--- src/rtl/wb_pipe_stage.sv ---
// Writeback pipeline register chain.
// Carries {valid, reg_wr, rd, data} through STAGES register stages, with a
// pipeline-wide stall and a stage-0 flush. The chain never writes the zero
// register. It also provides NUM_LOOKUP forwarding ports that return the
// youngest in-flight write to a requested register.
module wb_pipe_stage #(
    parameter int DATA_W     = 64,
    parameter int REG_W      = 5,
    parameter int STAGES     = 1,
    parameter int NUM_LOOKUP = 2,
    parameter int ZERO_REG   = 31
) (
    input  logic                         clk,
    input  logic                         reset,
    input  logic                         stall,
    input  logic                         flush,
    input  logic                         in_valid,
    input  logic                         in_reg_wr,
    input  logic [REG_W-1:0]             in_rd,
    input  logic [DATA_W-1:0]            in_data,
    output logic                         out_valid,
    output logic                         out_reg_wr,
    output logic [REG_W-1:0]             out_rd,
    output logic [DATA_W-1:0]            out_data,
    input  logic [NUM_LOOKUP*REG_W-1:0]  lookup_rd,
    output logic [NUM_LOOKUP-1:0]        lookup_hit,
    output logic [NUM_LOOKUP*DATA_W-1:0] lookup_data
);

    localparam logic [REG_W-1:0] ZERO_IDX = REG_W'(ZERO_REG);

    // Stage 0 is the youngest stage. Stage STAGES-1 drives the out_* ports.
    logic              valid_q [STAGES];
    logic              wr_q    [STAGES];
    logic [REG_W-1:0]  rd_q    [STAGES];
    logic [DATA_W-1:0] data_q  [STAGES];

    logic              valid_d [STAGES];
    logic              wr_d    [STAGES];
    logic [REG_W-1:0]  rd_d    [STAGES];
    logic [DATA_W-1:0] data_d  [STAGES];

    // Next state: hold by default, advance when not stalled. Flush overrides
    // stage 0 even under stall, so a stalled bubble can still be injected.
    always_comb begin
        for (int i = 0; i < STAGES; i++) begin
            valid_d[i] = valid_q[i];
            wr_d[i]    = wr_q[i];
            rd_d[i]    = rd_q[i];
            data_d[i]  = data_q[i];
        end
        if (!stall) begin
            for (int i = 1; i < STAGES; i++) begin
                valid_d[i] = valid_q[i-1];
                wr_d[i]    = wr_q[i-1];
                rd_d[i]    = rd_q[i-1];
                data_d[i]  = data_q[i-1];
            end
        end
        if (flush) begin
            valid_d[0] = 1'b0;
            wr_d[0]    = 1'b0;
            rd_d[0]    = '0;
            data_d[0]  = '0;
        end else if (!stall) begin
            valid_d[0] = in_valid;
            wr_d[0]    = in_valid & in_reg_wr & (in_rd != ZERO_IDX);
            rd_d[0]    = in_rd;
            data_d[0]  = in_data;
        end
    end

    // Stage registers with synchronous active-low clear.
    always_ff @(posedge clk) begin
        if (!reset) begin
            for (int i = 0; i < STAGES; i++) begin
                valid_q[i] <= 1'b0;
                wr_q[i]    <= 1'b0;
                rd_q[i]    <= '0;
                data_q[i]  <= '0;
            end
        end else begin
            for (int i = 0; i < STAGES; i++) begin
                valid_q[i] <= valid_d[i];
                wr_q[i]    <= wr_d[i];
                rd_q[i]    <= rd_d[i];
                data_q[i]  <= data_d[i];
            end
        end
    end

    assign out_valid  = valid_q[STAGES-1];
    assign out_reg_wr = valid_q[STAGES-1] & wr_q[STAGES-1];
    assign out_rd     = rd_q[STAGES-1];
    assign out_data   = data_q[STAGES-1];

    // The forwarding ports read only the stage registers, never in_*.
    genvar gi;
    generate
        for (gi = 0; gi < NUM_LOOKUP; gi++) begin : g_lookup
            logic [REG_W-1:0]  src_rd;
            logic              fwd_hit;
            logic [DATA_W-1:0] fwd_data;

            assign src_rd = lookup_rd[gi*REG_W +: REG_W];

            // Scan from the oldest stage to the youngest so that the youngest match wins.
            always_comb begin
                fwd_hit  = 1'b0;
                fwd_data = '0;
                for (int s = STAGES - 1; s >= 0; s--) begin
                    if (valid_q[s] && wr_q[s] && (rd_q[s] == src_rd) &&
                        (src_rd != ZERO_IDX)) begin
                        fwd_hit  = 1'b1;
                        fwd_data = data_q[s];
                    end
                end
            end

            assign lookup_hit[gi]                   = fwd_hit;
            assign lookup_data[gi*DATA_W +: DATA_W] = fwd_data;
        end
    endgenerate

endmodule

--- config.mk ---
export PLATFORM = sky130hd
export DESIGN_NAME = wb_pipe_stage
export DESIGN_NICKNAME = d
export VERILOG_FILES = /design/src/rtl/wb_pipe_stage.sv
export SDC_FILE = /design/constraint.sdc
export NUM_CORES = 1
export LEC_CHECK = 0
export CAP_MARGIN = 20
export CORE_AREA = 2 2 111 113
export CTS_CLUSTER_DIAMETER = 80
export DETAILED_ROUTE_END_ITERATION = 6
export DIE_AREA = 0 0 113 115
export MAX_ROUTING_LAYER = met4
export PLACE_DENSITY = 0.84
export SETUP_SLACK_MARGIN = 0.1
export SKIP_LAST_GASP = 1
export SYNTH_ARGS = -nofsm -noshare
export SYNTH_HDL_FRONTEND = slang
export SYNTH_SLANG_ARGS = --single-unit
--- constraint.sdc ---
create_clock -name clk -period 3.6 [get_ports clk]
set_input_delay 0.72 -clock clk [delete_from_list [all_inputs] [get_ports clk]]
set_output_delay 0.72 -clock clk [all_outputs]
set_load 0.1 [all_outputs]
==> metrics.yaml, run 1 <==
criticalPathCategory: "in2out"
syn_avg_cell_area_sq_um: 11.0
startpoint_type: "input pin"
synth_cell_types: 20
cts_setup_buffers: 0
clk_pin_slew_worst_paths_ps: 50
routedWlPerCell_um: 24.6
drc: 19
die_y_um: 115
top_layer: "met4"
fin_crit_ps: 3390
fmax_mhz: 295
pin_count: 286
cts.sinks: 71
ys_warn_count: 0
die_x_um: 113
routed_wl_um: 20400
grt_max_degree: 66
fp-row-count: 40
leakage_nw: 3.76
antenna_left: 0
cts-buffers-inserted: 9
hold_buffers: 0
grt_pass1_vias: 5126
arrival_ps: 2670
hold_viol: 0
yosys-top-cells-area: "nor4b_2, dfxtp_1, mux2i_1, nor2_1, nor4b_1"
dieArea_sq_mm: 0.0130
wl_met1_um: 7350
synth.cell_area_sq_mm: 0.00470
post-route-period-util_pct: 94.1
routabilityCongestion: 0.837
grtUsageTotal_pct: 32.1
drt-initial-drc-count: 305
required_ps: 2880
synth_largest_area_cell: "nor4b_2"
cp_max_fo: 65
ys_ff_latch: 71
antenna_cells: 0
vias: 4681
drt_first_pass_iters: 7
ir_drop_mv: 0.229
final_cell_area_sq_mm: 0.0106
wl_met2_um: 10600
violations: "design-rule violations"
endpoint_kind: "output port"
synth_nets: 511
post_cts_resized: 0
tritoncts: "done"
grt.overflow.total: 0
vias_per_cell: 5.65
place_area_sq_mm: 0.0103
hold_path_class: "reg2reg"
worst_skew_pair.late_latency_ps: 330
final_nets: 763
area_delta_synth_final_pct: 125
drive_gt1_share_pct: 44.6
skew_ps: 0
grt_first_pass_wirelength_um: 31100
io_buffers: 285
worst_slew_pin_slew_ps: 1040
status: "finished, violations left"
tns_ps: 0
yosysTopAreaCellShare_pct: 31.9
syn_inst: 426
rsz0062_at_grt: "false"
p_per_area_mw_per_mm2: 224
final-setup-viol-count: 0
relSlewSlack_pct: 30.2
antenna_found_initial: 0
clock_path_buffers: 2
core_sq_mm: 0.0118
h-tree-depth: 3
root_buffer: "clkbuf_16"
place_hpwl_um: 14500
start_util_pct: 39.8
seq_area_frac_synth_pct: 30.2
maxCapViolations: 0
report.final.slew_viol_count: 0
wl_met3_um: 1500
==> synth_stat cells, drive strengths merged <==
cell    number
xnor2        8
a211o        1
nand3        3
nor4b      128
mux2i       70
clkbuf      13
and2         2
nor3         2
a21boi       1
a21oi        2
buf         47
nand2b       2
nor2        71
dfxtp       71
nand2        3
and4         1
nand4        1
==> routing by layer <==
layer,GRT usage (%),up-vias
met5,-,-
met2,54.2,231
met4,16.7,0
met3,7.33,61
li1,-,2083
met1,35.5,2306
==> cell families after synthesis <==
logic type / after synthesis / share of synthesized area, %
flops: 71 / 30.2
buf+inv: 60 / 8.33
simple gates: 213 / 44.5
mux: 70 / 14.9
compound gates: 4 / 0.559
xor+xnor: 8 / 1.49
==> critical path, cell delays in order <==
cell and delay, ps:
clkdlybuf4s50_1 410, xnor2_1 320, nand3_4 130, buf_12 290
nor4b_4 430, buf_12 220
==> sequential cells by signal, summed over array words and instances (netlist names) <==
register	cells
rd_q	5
valid_q	1
wr_q	1
data_q	64
==> cell type report <==
| cell class | count | area (sq um) |
|---|---|---|
| clock inverters | 4 | 47.5 |
| fillers | 441 | 1240 |
| flip-flops and latches | 71 | 1430 |
| clock buffers | 11 | 233 |
| repair buffers | 301 | 4420 |
| well taps | 147 | 184 |
| multi-input cells | 295 | 4260 |
==> path summary, 6_finish.rpt <==
| kind | start | to | slack, ps | depth (start not counted) |
|---|---|---|---|---|
| max | lookup_rd[5] | lookup_data[120] | 210 | 6 |
| max reg2reg | data_q[0][29] | data_q[0][29] | 2760 | 2 |
| min reg2reg | wr_q[0] | wr_q[0] | 490 | 2 |
| min | wr_q[0] | wr_q[0] | 490 | 2 |
==> stage by stage <==
stage	hold slack, ps	utilization, %	power (mW)	worst slack, ps	cells
2_1_floorplan	446	-	1.30	256	426
3_3_place_gp	455	86.9	1.48	19.4	813
3_5_place_dp	489	87.1	1.50	240	814
4_1_cts	505	89.5	2.38	216	829
5_1_grt	525	89.5	2.44	182	829
6_report	495	89.5	2.37	213	829
==> power breakdown <==
group	leakage [nW]	internal, mW	total [mW]	switching, mW
Sequential	0.582	0.812	0.845	0.0332
Combinational	3.05	0.226	0.648	0.422
Clock	0.135	0.531	0.876	0.346
Total	3.76	1.57	2.37	0.801
==> cells in the final DEF (no fill, tap or decap), types with 3 or more instances in the layout <==
cell type        synthesis  layout
buf_4                   13       7
nand3_4                  0       3
mux2i_1                 70      70
xnor2_1                  8       8
buf_12                   0     142
nor2_1                  71      71
dfxtp_1                 71      65
clkdlybuf4s50_1          0     152
dfxtp_2                  0       5
clkbuf_16                0       9
nor4b_4                  0     128
(Power assumes the default switching activity.)
==> inputs of run 2 (changes only) <==
--- a/config.mk
+++ b/config.mk
@@ -6,12 +6,14 @@
 export NUM_CORES = 1
 export LEC_CHECK = 0
 export CAP_MARGIN = 20
-export CORE_AREA = 2 2 111 113
+export CELL_PAD_IN_SITES_DETAIL_PLACEMENT = 2
+export CELL_PAD_IN_SITES_GLOBAL_PLACEMENT = 2
+export CORE_ASPECT_RATIO = 1.75
+export CORE_UTILIZATION = 23
 export CTS_CLUSTER_DIAMETER = 80
 export DETAILED_ROUTE_END_ITERATION = 6
-export DIE_AREA = 0 0 113 115
 export MAX_ROUTING_LAYER = met4
-export PLACE_DENSITY = 0.84
+export PLACE_DENSITY = 0.85
 export SETUP_SLACK_MARGIN = 0.1
 export SKIP_LAST_GASP = 1
 export SYNTH_ARGS = -nofsm -noshare
==> metrics.yaml, run 2 (same netlist as run 1, synthesis figures left out) <==
pin_count: 286
antenna_left: 0
rsz0062_at_grt: "false"
final_cell_mix: "clkdlybuf4s50_1, buf_12, nor4b_4"
place_hpwl_um: 19600
die_x_um: 110
routabilityCongestion: 0.776
holdPathStages: 2
vias: 4672
routedWlPerCell_um: 26.6
seqPwrFrac_pct: 35.9
hold_start: "wr_q[0]"
hold_path_class: "reg2reg"
r2r_cells: 2
reg2reg_slack_ps: 2740
grt_pass1_vias: 5390
pre_cts_ws_ps: 217
clk_pin_slew_worst_paths_ps: 70
post_cts_resized: 0
grt.overflow.total: 0
timing.rr.end: "data_q[0][7]"
status: "completed"
die_y_um: 191
grtUsageTotal_pct: 25.1
comb_power_share_pct: 27.5
dieArea_sq_mm: 0.0210
hold_buffers: 0
slowest_delay_ps: 740
final-setup-viol-count: 0
vias_per_cell: 5.00
start_util_pct: 23.6
layout_setup_ws_ps: 196
cts-buffers-inserted: 9
worst_slew_pin_slew_ps: 1020
root_buffer: "clkbuf_16"
p_int_mw: 1.52
drt_first_pass_iters: 4
hold_viol: 0
skew_ps: 0
antenna_found_initial: 3
swShare_pct: 35.6
area_delta_synth_final_pct: 128
ir_drop_mv: 0.190
p_per_area_mw_per_mm2: 221
cts_setup_buffers: 0
core_sq_mm: 0.0199
worst_skew_pair.late_latency_ps: 350
leakage_nw: 3.78
holdWs_ps: 482
min_to: "wr_q[0]"
criticalPathCategory: "in2out"
tns_ps: 0
drt-initial-drc-count: 80
arrival_ps: 2680
final_common_cell: "clkdlybuf4s50_1"
grt_max_degree: 66
endpoint_kind: "output port"
io_buffers: 285
final_nets: 766
fmax_mhz: 294
tritoncts: "done"
switchingPower_uw: 841
timing.rr.start: "data_q[0][7]"
startpoint_type: "input pin"
drive_gt1_share_pct: 45.3
relSlewSlack_pct: 32.0
power.share.clock_pct: 36.7
fillers: 1760
cp_cell_sequence: "clkdlybuf4s50_1, and2_1, a21oi_4, buf_4, nor4b_4, buf_12"
cts.sinks: 71
drc: 0
largest_reg_flops: 64
report.final.slew_viol_count: 0
h-tree-depth: 3
fin_crit_ps: 3400
fp-row-count: 68
required_ps: 2880
cp_max_fo: 32
regMostFlops: "data_q"
reg.largest.list: "data_q (64), rd_q (5)"
grt_first_pass_wirelength_um: 36700
cp_slowest_cell: "buf_4"
clock_path_buffers: 2
maxCapViolations: 0
routed_wl_um: 24800
post-route-period-util_pct: 94.6
-- run 2: cell types whose count changed in the layout (fill, tap and decap cells not counted), moves of 2 or more --
cell	previous run	this run
clkbuf_1	2	0
buf_4	7	11
clkinvlp_4	1	3
diode_2	0	3
-- run 2: how the worst max path moves through the flow --
stage	start	endpoint	slack (ps)	cells past startpoint
final	lookup_rd[9]	lookup_data[92]	200	6
after floorplan	valid_q[0]	lookup_data[53]	260	4
after CTS	lookup_rd[9]	lookup_data[92]	200	6
after global routing	lookup_rd[9]	lookup_data[92]	130	6
after global placement	lookup_rd[6]	lookup_data[68]	320	6
after detailed placement	lookup_rd[9]	lookup_data[92]	220	6
-- run 2: worst max-delay path, delay by kind of cell --
kind            cells  cell delay (ps)
simple gates        2              350
compound gates      1              180
buf+inv             3             1390
-- run 2: routing by layer --
metal	GRT usage (%)	wire, um
met3	4.64	1130
met1	22.8	7800
met2	49.6	15200
met4	9.54	746
met5	-	0
-- run 2: power groups by stage --
stage,Sequential (mW),Combinational (mW),Clock (mW)
after floorplan,1.04,0.269,0
after global placement,0.861,0.630,0
after detailed placement,0.867,0.655,0
after CTS,0.850,0.657,0.895
after global routing,0.852,0.675,0.918
final,0.849,0.650,0.867
-- run 2: layout make-up --
cell class              instances  area (sq um)  share of cell area [%]
diodes                          3          7.51                  0.0700
well taps                     245           307                    2.86
flip-flops and latches         71          1430                    13.4
multi-input cells             295          4260                    39.7
clock buffers                  10           239                    2.23
repair buffers                304          4440                    41.4
clock inverters                 6          45.0                   0.420
-- run 2: metrics by stage --
step	power (mW)	instances	utilization (%)	instance area (sq um)
global placement	1.49	915	52.4	10400
finish	2.37	934	53.9	10700
CTS	2.40	931	53.8	10700
floorplan	1.30	426	-	6010
global route	2.45	934	53.9	10700
detailed placement	1.52	915	52.4	10400
==> inputs of run 3 (changes only) <==
--- a/config.mk
+++ b/config.mk
@@ -9,11 +9,11 @@
 export CELL_PAD_IN_SITES_DETAIL_PLACEMENT = 2
 export CELL_PAD_IN_SITES_GLOBAL_PLACEMENT = 2
 export CORE_ASPECT_RATIO = 1.75
-export CORE_UTILIZATION = 23
+export CORE_UTILIZATION = 21
 export CTS_CLUSTER_DIAMETER = 80
 export DETAILED_ROUTE_END_ITERATION = 6
 export MAX_ROUTING_LAYER = met4
-export PLACE_DENSITY = 0.85
+export PLACE_DENSITY = 0.79
 export SETUP_SLACK_MARGIN = 0.1
 export SKIP_LAST_GASP = 1
 export SYNTH_ARGS = -nofsm -noshare
==> constraint.sdc (replaced) <==
create_clock -name clk -period 3.7 [get_ports clk]
set_input_delay 0.74 -clock clk [delete_from_list [all_inputs] [get_ports clk]]
set_output_delay 0.74 -clock clk [all_outputs]
set_load 0.1 [all_outputs]
==> metrics.yaml, run 3 (same netlist as run 1, synthesis figures left out) <==
vias_per_cell: 4.68
arrival_ps: 2660
drt-initial-drc-count: 110
start_util_pct: 21.3
cp_max_fo: 65
critPathMostFrequentCell: "buf_12"
slowest_delay_ps: 460
timing.rr.start: "data_q[0][13]"
startpoint_type: "input pin"
clock_path_buffers: 2
core_sq_mm: 0.0221
criticalPathCategory: "in2out"
hold_buffers: 0
h-tree-depth: 3
p_per_area_mw_per_mm2: 214
io_buffers: 285
routed_wl_um: 24400
maxCapViolations: 0
grt.overflow.total: 0
skew_ps: 0
pin_count: 286
dpl.cell_count: 960
routedWlPerCell_um: 24.9
pre_cts_ws_ps: 291
final_util_pct: 48.4
relSlewSlack_pct: 32.0
grt_first_pass_wirelength_um: 35200
grtUsageTotal_pct: 21.9
cp_cell_sequence: "clkdlybuf4s50_1, xnor2_1, nand3_4, buf_12, nor4b_4, buf_12"
vias: 4569
drc: 0
root_buffer: "clkbuf_16"
worst_skew_pair.late_latency_ps: 340
die_x_um: 115
reg.largest.list: "data_q (64), rd_q (5)"
grt_max_degree: 72
leakage_nw: 3.74
antenna_found_initial: 1
rsz0062_at_grt: "false"
fin_crit_ps: 3400
status: "completed"
report.final.slew_viol_count: 0
min_to: "wr_q[0]"
clk_pin_slew_worst_paths_ps: 60
place_hpwl_um: 18300
ir_drop_mv: 0.186
post_cts_resized: 0
final-setup-viol-count: 0
cts.sinks: 71
hold_viol: 0
cp_slowest_cell: "nor4b_4"
drt_first_pass_iters: 4
cts_setup_buffers: 0
endpoint_kind: "output port"
fmax_mhz: 294
holdPathStages: 2
die_y_um: 200
worst_slew_pin_slew_ps: 1020
post-route-period-util_pct: 91.9
regMostFlops: "data_q"
cts-buffers-inserted: 9
reg2reg_slack_ps: 2890
largest_reg_flops: 64
routabilityCongestion: 0.756
drive_gt1_share_pct: 44.4
fp-row-count: 72
final_nets: 760
area_delta_synth_final_pct: 127
hold_path_class: "reg2reg"
required_ps: 2960
final_common_cell: "clkdlybuf4s50_1"
grt_pass1_vias: 5325
antenna_left: 0
layout_setup_ws_ps: 300
final_cell_mix: "clkdlybuf4s50_1, buf_12, nor4b_4"
final_cell_count_no_fill: 977
hold_start: "wr_q[0]"
dieArea_sq_mm: 0.0230
r2r_cells: 2
tns_ps: 0
timing.rr.end: "data_q[0][13]"
tritoncts: "done"
==> run 3: per-stage QoR <==
step	power [mW]	hold slack, ps	cell area (sq um)
2_1_floorplan	1.27	446	6000
3_3_place_gp	1.45	455	10400
3_5_place_dp	1.47	468	10400
4_1_cts	2.33	475	10700
5_1_grt	2.37	494	10700
6_report	2.28	471	10700
==> run 3: power by group <==
part	internal (mW)	total [mW]	switching, mW
Combinational	0.216	0.628	0.412
Sequential	0.791	0.825	0.0347
Clock	0.489	0.829	0.340
==> run 3: area by class of cell <==
type                       instances  area (sq um)
fill                            2045         11400
timing repair buffer             298          4350
multi-input combinational        295          4260
sequential                        71          1430
tap                              296           370
clock buffer                      13           260
clock inverter                     3          17.5
antenna                            1          2.50
==> run 3: worst max path at each step <==
stage | startpoint | endpoint | cells past startpoint
6_report | lookup_rd[7] | lookup_data[104] | 6
3_3_place_gp | lookup_rd[9] | lookup_data[91] | 6
2_1_floorplan | rd_q[0][4] | lookup_data[100] | 5
5_1_grt | lookup_rd[1] | lookup_data[19] | 6
3_5_place_dp | lookup_rd[7] | lookup_data[83] | 6
4_1_cts | lookup_rd[7] | lookup_data[83] | 6
==> run 3: routing by layer <==
| metal | global-route usage [%] | routed length (um) |
|---|---|---|
| met5 | - | 0 |
| met4 | 8.13 | 624 |
| met3 | 3.32 | 1000 |
| met2 | 45.0 | 15000 |
| met1 | 19.3 | 7770 |
==> run 3: critical path, delay by kind of cell <==
family / cells / cell delay [ps]
buffers and inverters: 3 / 960
AND/OR/NAND/NOR: 2 / 570
XOR/XNOR: 1 / 270
